**src/rtl/cpu7_ifu_ibuf_pkg.sv**
```systemverilog
// Shared types for the fetch-to-decode instruction buffer.
// GRLEN and the exception-code width mirror the core-wide common definitions.
package cpu7_ifu_ibuf_pkg;
   localparam int unsigned GRLEN = 32;
   localparam int unsigned EXC_W = 6;

   typedef struct packed {
      logic [31:0]       inst;
      logic [GRLEN-1:0]  pc;
      logic              ex;
      logic [EXC_W-1:0]  exccode;
   } ibuf_entry_t;
endpackage

```
**src/rtl/cpu7_ifu_ibuf_if.sv**
```systemverilog
// Fetch-group input and decode-lane output bundle of the instruction buffer.
interface cpu7_ifu_ibuf_if #(
   parameter int unsigned FETCH_W = 4,
   parameter int unsigned ISSUE_W = 2
);
   import cpu7_ifu_ibuf_pkg::*;

   logic                               fdp_valid;
   logic                               fdp_ready;
   logic [GRLEN-1:0]                   fdp_pc;
   logic [$clog2(FETCH_W):0]           fdp_count;
   logic [FETCH_W-1:0][31:0]           fdp_rdata;
   logic                               fdp_ex;
   logic [EXC_W-1:0]                   fdp_exccode;

   logic [ISSUE_W-1:0]                 ibuf_dec_valid;
   logic [ISSUE_W-1:0][31:0]           ibuf_dec_inst;
   logic [ISSUE_W-1:0][GRLEN-1:0]      ibuf_dec_pc;
   logic [ISSUE_W-1:0]                 ibuf_dec_ex;
   logic [ISSUE_W-1:0][EXC_W-1:0]      ibuf_dec_exccode;
   logic [$clog2(ISSUE_W):0]           dec_accept;

   modport master (
      output fdp_valid, fdp_pc, fdp_count, fdp_rdata, fdp_ex, fdp_exccode, dec_accept,
      input  fdp_ready, ibuf_dec_valid, ibuf_dec_inst, ibuf_dec_pc, ibuf_dec_ex, ibuf_dec_exccode
   );

   modport slave (
      input  fdp_valid, fdp_pc, fdp_count, fdp_rdata, fdp_ex, fdp_exccode, dec_accept,
      output fdp_ready, ibuf_dec_valid, ibuf_dec_inst, ibuf_dec_pc, ibuf_dec_ex, ibuf_dec_exccode
   );
endinterface

```
**src/rtl/cpu7_ifu_ibuf_ram.sv**
```systemverilog
// Instruction buffer storage: FETCH_W write ports, ISSUE_W combinational read ports.
// Entries are never reset; the control logic never exposes an unwritten one.
module cpu7_ifu_ibuf_ram
   import cpu7_ifu_ibuf_pkg::*;
#(
   parameter int unsigned DEPTH   = 8,
   parameter int unsigned FETCH_W = 4,
   parameter int unsigned ISSUE_W = 2
) (
   input  logic                                    clock,
   input  logic [FETCH_W-1:0]                      we,
   input  logic [FETCH_W-1:0][$clog2(DEPTH)-1:0]   waddr,
   input  ibuf_entry_t [FETCH_W-1:0]               wdata,
   input  logic [ISSUE_W-1:0][$clog2(DEPTH)-1:0]   raddr,
   output ibuf_entry_t [ISSUE_W-1:0]               rdata
);
   ibuf_entry_t mem [DEPTH];

   // Write addresses within one group are consecutive modulo DEPTH, hence distinct.
   always_ff @(posedge clock) begin
      for (int unsigned i = 0; i < FETCH_W; i++) begin
         if (we[i]) mem[waddr[i]] <= wdata[i];
      end
   end

   always_comb begin
      for (int unsigned i = 0; i < ISSUE_W; i++) begin
         rdata[i] = mem[raddr[i]];
      end
   end
endmodule

```
**src/rtl/cpu7_ifu_ibuf.sv**
```systemverilog
// Circular instruction buffer between fetch and decode: pointers, occupancy,
// exception gating of decode lanes and the lane output mux.
module cpu7_ifu_ibuf
   import cpu7_ifu_ibuf_pkg::*;
#(
   parameter int unsigned FETCH_W = 4,
   parameter int unsigned DEPTH   = 8,
   parameter int unsigned ISSUE_W = 2
) (
   input  logic                    clock,
   input  logic                    reset,
   input  logic                    flush,
   input  logic                    stall,
   output logic [$clog2(DEPTH):0]  ibuf_count,
   cpu7_ifu_ibuf_if.slave          bus
);
   localparam int unsigned AW  = $clog2(DEPTH);
   localparam int unsigned CW  = AW + 1;
   localparam int unsigned FCW = $clog2(FETCH_W) + 1;

   logic [AW-1:0]                rptr, wptr;
   logic [CW-1:0]                count, wr_num, rd_num, lane_num;
   logic                         ready, do_write, blocked;
   logic [FETCH_W-1:0]           we;
   logic [FETCH_W-1:0][AW-1:0]   waddr;
   ibuf_entry_t [FETCH_W-1:0]    wdata;
   logic [ISSUE_W-1:0][AW-1:0]   raddr;
   ibuf_entry_t [ISSUE_W-1:0]    rdata;
   logic [ISSUE_W-1:0]           lane_valid;

   assign ready    = (count <= CW'(DEPTH - FETCH_W));
   assign do_write = bus.fdp_valid & ready & ~flush;

   // Exception groups collapse to one entry; out-of-range counts are clamped.
   always_comb begin
      if (!do_write)                               wr_num = '0;
      else if (bus.fdp_ex)                         wr_num = CW'(1);
      else if (bus.fdp_count > FCW'(FETCH_W))      wr_num = CW'(FETCH_W);
      else                                         wr_num = CW'(bus.fdp_count);
   end

   always_comb begin
      for (int unsigned i = 0; i < FETCH_W; i++) begin
         we[i]            = (CW'(i) < wr_num);
         waddr[i]         = wptr + AW'(i);
         wdata[i].inst    = bus.fdp_rdata[i];
         wdata[i].pc      = bus.fdp_pc + GRLEN'(4 * i);
         wdata[i].ex      = bus.fdp_ex;
         wdata[i].exccode = bus.fdp_ex ? bus.fdp_exccode : '0;
      end
   end

   always_comb begin
      for (int unsigned i = 0; i < ISSUE_W; i++) raddr[i] = rptr + AW'(i);
   end

   cpu7_ifu_ibuf_ram #(
      .DEPTH   (DEPTH),
      .FETCH_W (FETCH_W),
      .ISSUE_W (ISSUE_W)
   ) u_ram (
      .clock (clock),
      .we    (we),
      .waddr (waddr),
      .wdata (wdata),
      .raddr (raddr),
      .rdata (rdata)
   );

   // A lane is valid only while no earlier lane carries an exception.
   always_comb begin
      blocked  = 1'b0;
      lane_num = '0;
      for (int unsigned i = 0; i < ISSUE_W; i++) begin
         lane_valid[i] = ~reset & ~blocked & (count > CW'(i));
         blocked       = blocked | (lane_valid[i] & rdata[i].ex);
         lane_num      = lane_num + CW'(lane_valid[i]);
      end
   end

   always_comb begin
      if (stall || flush)                     rd_num = '0;
      else if (CW'(bus.dec_accept) < lane_num) rd_num = CW'(bus.dec_accept);
      else                                     rd_num = lane_num;
   end

   always_comb begin
      for (int unsigned i = 0; i < ISSUE_W; i++) begin
         bus.ibuf_dec_valid[i]   = lane_valid[i];
         bus.ibuf_dec_inst[i]    = lane_valid[i] ? rdata[i].inst    : '0;
         bus.ibuf_dec_pc[i]      = lane_valid[i] ? rdata[i].pc      : '0;
         bus.ibuf_dec_ex[i]      = lane_valid[i] ? rdata[i].ex      : 1'b0;
         bus.ibuf_dec_exccode[i] = lane_valid[i] ? rdata[i].exccode : '0;
      end
   end

   assign bus.fdp_ready = reset | ready;
   assign ibuf_count    = reset ? '0 : count;

   always_ff @(posedge clock) begin
      if (reset) begin
         rptr  <= '0;
         wptr  <= '0;
         count <= '0;
      end else if (flush) begin
         rptr  <= wptr;
         count <= '0;
      end else begin
         wptr  <= wptr + AW'(wr_num);
         rptr  <= rptr + AW'(rd_num);
         count <= count + wr_num - rd_num;
      end
   end
endmodule
```
**src/flat_wrapper.sv**
```systemverilog
// flat-port wrapper written by rule: the top's interface ports become plain ports
module cpu7_ifu_ibuf_flat import cpu7_ifu_ibuf_pkg::*;
#(
   parameter int unsigned FETCH_W = 4,
   parameter int unsigned DEPTH   = 8,
   parameter int unsigned ISSUE_W = 2
)
  (clock, reset, flush, stall, ibuf_count, bus_fdp_valid, bus_fdp_pc, bus_fdp_count, bus_fdp_rdata, bus_fdp_ex, bus_fdp_exccode, bus_dec_accept, bus_fdp_ready, bus_ibuf_dec_valid, bus_ibuf_dec_inst, bus_ibuf_dec_pc, bus_ibuf_dec_ex, bus_ibuf_dec_exccode);
  cpu7_ifu_ibuf_if #(.FETCH_W(FETCH_W), .ISSUE_W(ISSUE_W)) bus_i ();
  input  logic clock;
  input  logic reset;
  input  logic flush;
  input  logic stall;
  output logic [$clog2(DEPTH):0] ibuf_count;
  input wire logic [$bits(bus_i.fdp_valid)-1:0] bus_fdp_valid;
  input wire logic [$bits(bus_i.fdp_pc)-1:0] bus_fdp_pc;
  input wire logic [$bits(bus_i.fdp_count)-1:0] bus_fdp_count;
  input wire logic [$bits(bus_i.fdp_rdata)-1:0] bus_fdp_rdata;
  input wire logic [$bits(bus_i.fdp_ex)-1:0] bus_fdp_ex;
  input wire logic [$bits(bus_i.fdp_exccode)-1:0] bus_fdp_exccode;
  input wire logic [$bits(bus_i.dec_accept)-1:0] bus_dec_accept;
  output wire logic [$bits(bus_i.fdp_ready)-1:0] bus_fdp_ready;
  output wire logic [$bits(bus_i.ibuf_dec_valid)-1:0] bus_ibuf_dec_valid;
  output wire logic [$bits(bus_i.ibuf_dec_inst)-1:0] bus_ibuf_dec_inst;
  output wire logic [$bits(bus_i.ibuf_dec_pc)-1:0] bus_ibuf_dec_pc;
  output wire logic [$bits(bus_i.ibuf_dec_ex)-1:0] bus_ibuf_dec_ex;
  output wire logic [$bits(bus_i.ibuf_dec_exccode)-1:0] bus_ibuf_dec_exccode;
  assign bus_i.fdp_valid = bus_fdp_valid;
  assign bus_i.fdp_pc = bus_fdp_pc;
  assign bus_i.fdp_count = bus_fdp_count;
  assign bus_i.fdp_rdata = bus_fdp_rdata;
  assign bus_i.fdp_ex = bus_fdp_ex;
  assign bus_i.fdp_exccode = bus_fdp_exccode;
  assign bus_i.dec_accept = bus_dec_accept;
  assign bus_fdp_ready = bus_i.fdp_ready;
  assign bus_ibuf_dec_valid = bus_i.ibuf_dec_valid;
  assign bus_ibuf_dec_inst = bus_i.ibuf_dec_inst;
  assign bus_ibuf_dec_pc = bus_i.ibuf_dec_pc;
  assign bus_ibuf_dec_ex = bus_i.ibuf_dec_ex;
  assign bus_ibuf_dec_exccode = bus_i.ibuf_dec_exccode;
  cpu7_ifu_ibuf #(.FETCH_W(FETCH_W), .DEPTH(DEPTH), .ISSUE_W(ISSUE_W)) u_core (.clock(clock), .reset(reset), .flush(flush), .stall(stall), .ibuf_count(ibuf_count), .bus(bus_i));
endmodule
```
**config.mk**
```make
export PLATFORM = sky130hd
export DESIGN_NAME = cpu7_ifu_ibuf_flat
export DESIGN_NICKNAME = d
export VERILOG_FILES = /design/src/rtl/cpu7_ifu_ibuf_pkg.sv /design/src/rtl/cpu7_ifu_ibuf_if.sv /design/src/rtl/cpu7_ifu_ibuf_ram.sv /design/src/rtl/cpu7_ifu_ibuf.sv /design/src/flat_wrapper.sv
export SDC_FILE = /design/constraint.sdc
export NUM_CORES = 2
export LEC_CHECK = 0
export ABC_AREA = 0
export CORE_MARGIN = 1.5
export CORE_UTILIZATION = 52
export CTS_BUF_LIST = sky130_fd_sc_hd__clkbuf_2
export DETAILED_ROUTE_END_ITERATION = 6
export PLACE_DENSITY = 0.76
export SYNTH_ARGS = -nofsm -noshare
export SYNTH_HDL_FRONTEND = slang
export SYNTH_HIERARCHICAL = 1
export SYNTH_SLANG_ARGS = --single-unit
export TNS_END_PERCENT = 20
```
**constraint.sdc**
```tcl
create_clock -name clock -period 13.6 [get_ports clock]
set_input_delay 2.04 -clock clock [delete_from_list [all_inputs] [get_ports clock]]
set_output_delay 2.04 -clock clock [all_outputs]
set_load 0.01 [all_outputs]
```
==> reports/metrics.cfg <==
[clock_network]
post-cts-setup-buffers = 0
ctsHoldBuffers = 0
cts_root_buffer = clkbuf_2
cts_made_buffers = 164
cts_tree = done
cts_resized = 0
numClockSinks = 578
htreeDepth = 4
clkTransAtPathRegs_ps = 110
clk_latency_ps = 1500
cts_buffer_depth = 3

[sta]
fin_crit_sh_pct = 59.5
fin_crit_ps = 8090
slew_headroom_pct = 13.0
rsz0062_at_grt = no
setup_viol = 0
setup_tns_ps = 0
final.setup.worst_slack_ps = 5510
slew_viol_final = 0
tightestPinTransition_ps = 1300
max_freq_mhz = 124
final_hold_viol_count = 0
finClkSkew_ps = 102

[grt]
track_usage_pct = 39.2
grt_pass1_wl_mm = 272
overflow = 0
grt_pass1_vias = 42100
grt_max_degree = 100
antenna_found_initial = 22

[setup_path]
cp_common_cell = buf_4
crit_family = buffers and inverters
reg2reg_to = u_core/u_ram/mem[7][69]$_DFFE_PP_
cp-end-kind = output pin
crit_start = u_core/rptr[1]$_SDFF_PP0_
path_max_fanout = 56
worstPathArrival_ps = 6050
start_kind = flip-flop
worst-path-buf-inv = 3
required_ps = 11560
path_depth = 7
cp_slowest_cell = buf_4
r2r_start = u_core/wptr[0]$_SDFFE_PP0N_
reg2reg_slack_ps = 7260
crit_path_end = bus_ibuf_dec_pc[44]
crit_chain = ha_4 > buf_4 > buf_4 > mux4_2 > mux2_2 > and2_1 > clkdlybuf4s50_1
slowest_delay_ps = 860
worst_r2r_path_depth = 7
crit_type = reg -> out

[placement]
dpl.hpwl_mm = 106
portBuffers = 325
place_ws_ps = 6280
placed_cell_area_mm2 = 0.0501
routabilityCongestion = 0.922

[detailed_routing]
drc = 13
vias_per_cell = 7.51
via_count = 42700
dr.pass1.iters = 7
ant_nets = 0
wl_per_cell_um = 33.2
drt-total-wl_mm = 189
first_iter_violations = 7475

[power]
power_density_mw_per_mm2 = 84.2
worst_ir_drop_vdd_mv = 0.0774
leakage_nw = 17.7

[synth]
yosysWarnings = 6
ys_types = 55
synth_seq_area_share_pct = 36.3
ys.flop_type = edfxtp_1
ys_seq_elements = 578
synth_cells = 4524
synthArstFlopShare_pct = 0
syn_nets = 4722
syn_area_mm2 = 0.0475
synth.avg_cell_area_um2 = 10.5
synth_edf_count = 568

[floorplan]
core_mm2 = 0.0903
die_w_um = 305
boundaryPins = 326
die_area_mm2 = 0.0932
initial_core_util_pct = 52.6
die_h_um = 305
num_rows = 110

[final_layout]
nets = 4566
final_cell_mix = nor2_1 (585), nor3_1 (583), mux2i_1 (568), edfxtp_1 (568), a211oi_1 (430)
final_common_cell = nor2_1
syn2layout_area_growth_pct = 8.65
drive_above_1_share_pct = 21.4
final_area_mm2 = 0.0516

[run_status]
violations = design-rule violations
status = finished with violations

[worst_hold_path]
hold_path.class = reg -> reg
holdCritStartpoint = u_core/wptr[2]$_SDFFE_PP0N_

[job]
drv_cap = 0

how the worst min path moves through the flow:
| stage | end | depth (start not counted) |
|---|---|---|
| global route | u_core/wptr[2]$_SDFFE_PP0N_ | 2 |
| floorplan | u_core/rptr[0]$_SDFF_PP0_ | 2 |
| finish | u_core/rptr[2]$_SDFF_PP0_ | 2 |
| detailed placement | u_core/rptr[2]$_SDFF_PP0_ | 2 |
| global placement | u_core/rptr[2]$_SDFF_PP0_ | 2 |
| CTS | u_core/rptr[2]$_SDFF_PP0_ | 2 |
power breakdown:
part	internal, mW	switching, mW
Clock	0.485	0.840
Combinational	0.418	0.534
Sequential	2.03	0.0378
Total	2.94	1.41
metrics by stage:
step	power [mW]	std cells	util, %	hold WS (ps)
after global routing	4.46	5672	57.2	762
after global placement	3.01	5378	55.5	643
after CTS	4.31	5660	57.1	656
final	4.35	5678	57.2	719
after detailed placement	3.03	5378	55.5	639
after floorplan	2.70	4524	-	568
state kept, by name, summed over array words and instances (netlist names):
name              cells
u_core/wptr           3
u_core/count          4
u_core/u_ram/mem    568
u_core/rptr           3
synth_stat cells, types with 2 or more instances:
master | n | share of area [%]
dfxtp_1 | 10 | 0.42
nor2_1 | 586 | 4.6
buf_4 | 8 | 0.13
fa_1 | 4 | 0.17
nor4_1 | 5 | 0.066
mux2i_1 | 568 | 12
buf_1 | 175 | 1.4
nor4b_1 | 2 | 0.037
clkbuf_1 | 369 | 2.9
nand4bb_1 | 5 | 0.12
or4b_1 | 2 | 0.042
edfxtp_1 | 568 | 36
buf_2 | 163 | 1.7
nand4b_1 | 10 | 0.18
ha_1 | 17 | 0.45
buf_6 | 16 | 0.38
nor3_1 | 583 | 6.1
mux4_2 | 284 | 13
nor4bb_1 | 6 | 0.13
clkbuf_2 | 2 | 0.021
and4_1 | 4 | 0.074
o21ai_0 | 3 | 0.032
nand3_1 | 32 | 0.34
mux2_2 | 142 | 3.4
xor2_1 | 32 | 0.59
nor2b_1 | 80 | 1.1
nor4_2 | 4 | 0.11
and2_1 | 82 | 1.1
and4b_1 | 3 | 0.063
xnor2_1 | 59 | 1.1
and2_2 | 5 | 0.079
a211oi_2 | 138 | 3.6
nand4_1 | 28 | 0.37
a211oi_1 | 430 | 6.8
o21a_1 | 2 | 0.032
and3_1 | 6 | 0.079
inv_1 | 26 | 0.21
a21oi_1 | 12 | 0.13
nand2_1 | 37 | 0.29
worst min-delay path, delay by kind of cell, from the launching register on:
kind             cells  cell delay (ps)
AND/OR/NAND/NOR      1              120
AO/OA/AOI/OAI        1               60
flip-flops           1              470
layout make-up:
type                    instances  area (µm²)
fillers                      7425       38700
inverters                      26         105
clock buffers                 232        1160
clock inverters                50         274
multi-input cells            3187       27400
flip-flops and latches        578       17300
repair buffers                411        3900
diodes                         18        45.0
well taps                    1176        1470
kinds of logic after synthesis:
| family | count (synthesis) | share of synthesized area (%) |
|---|---|---|
| AND/OR/NAND/NOR | 1491 | 15.2 |
| multiplexers | 994 | 28.8 |
| buffers and inverters | 759 | 6.75 |
| AO/OA/AOI/OAI | 590 | 10.7 |
| flip-flops | 578 | 36.3 |
| XOR/XNOR | 91 | 1.68 |
| adder cells (fa/ha/maj) | 21 | 0.616 |
routing by layer:
| layer | vias to the layer above | wire length, µm | GRT usage, % |
|---|---|---|---|
| met5 | - | 187 | 0.620 |
| met4 | 16 | 15000 | 26.7 |
| met3 | 1222 | 30700 | 14.1 |
| met2 | 4394 | 81500 | 58.4 |
| met1 | 20100 | 61300 | 47.5 |
| li1 | 16900 | - | - |
(Power assumes the default switching activity.)
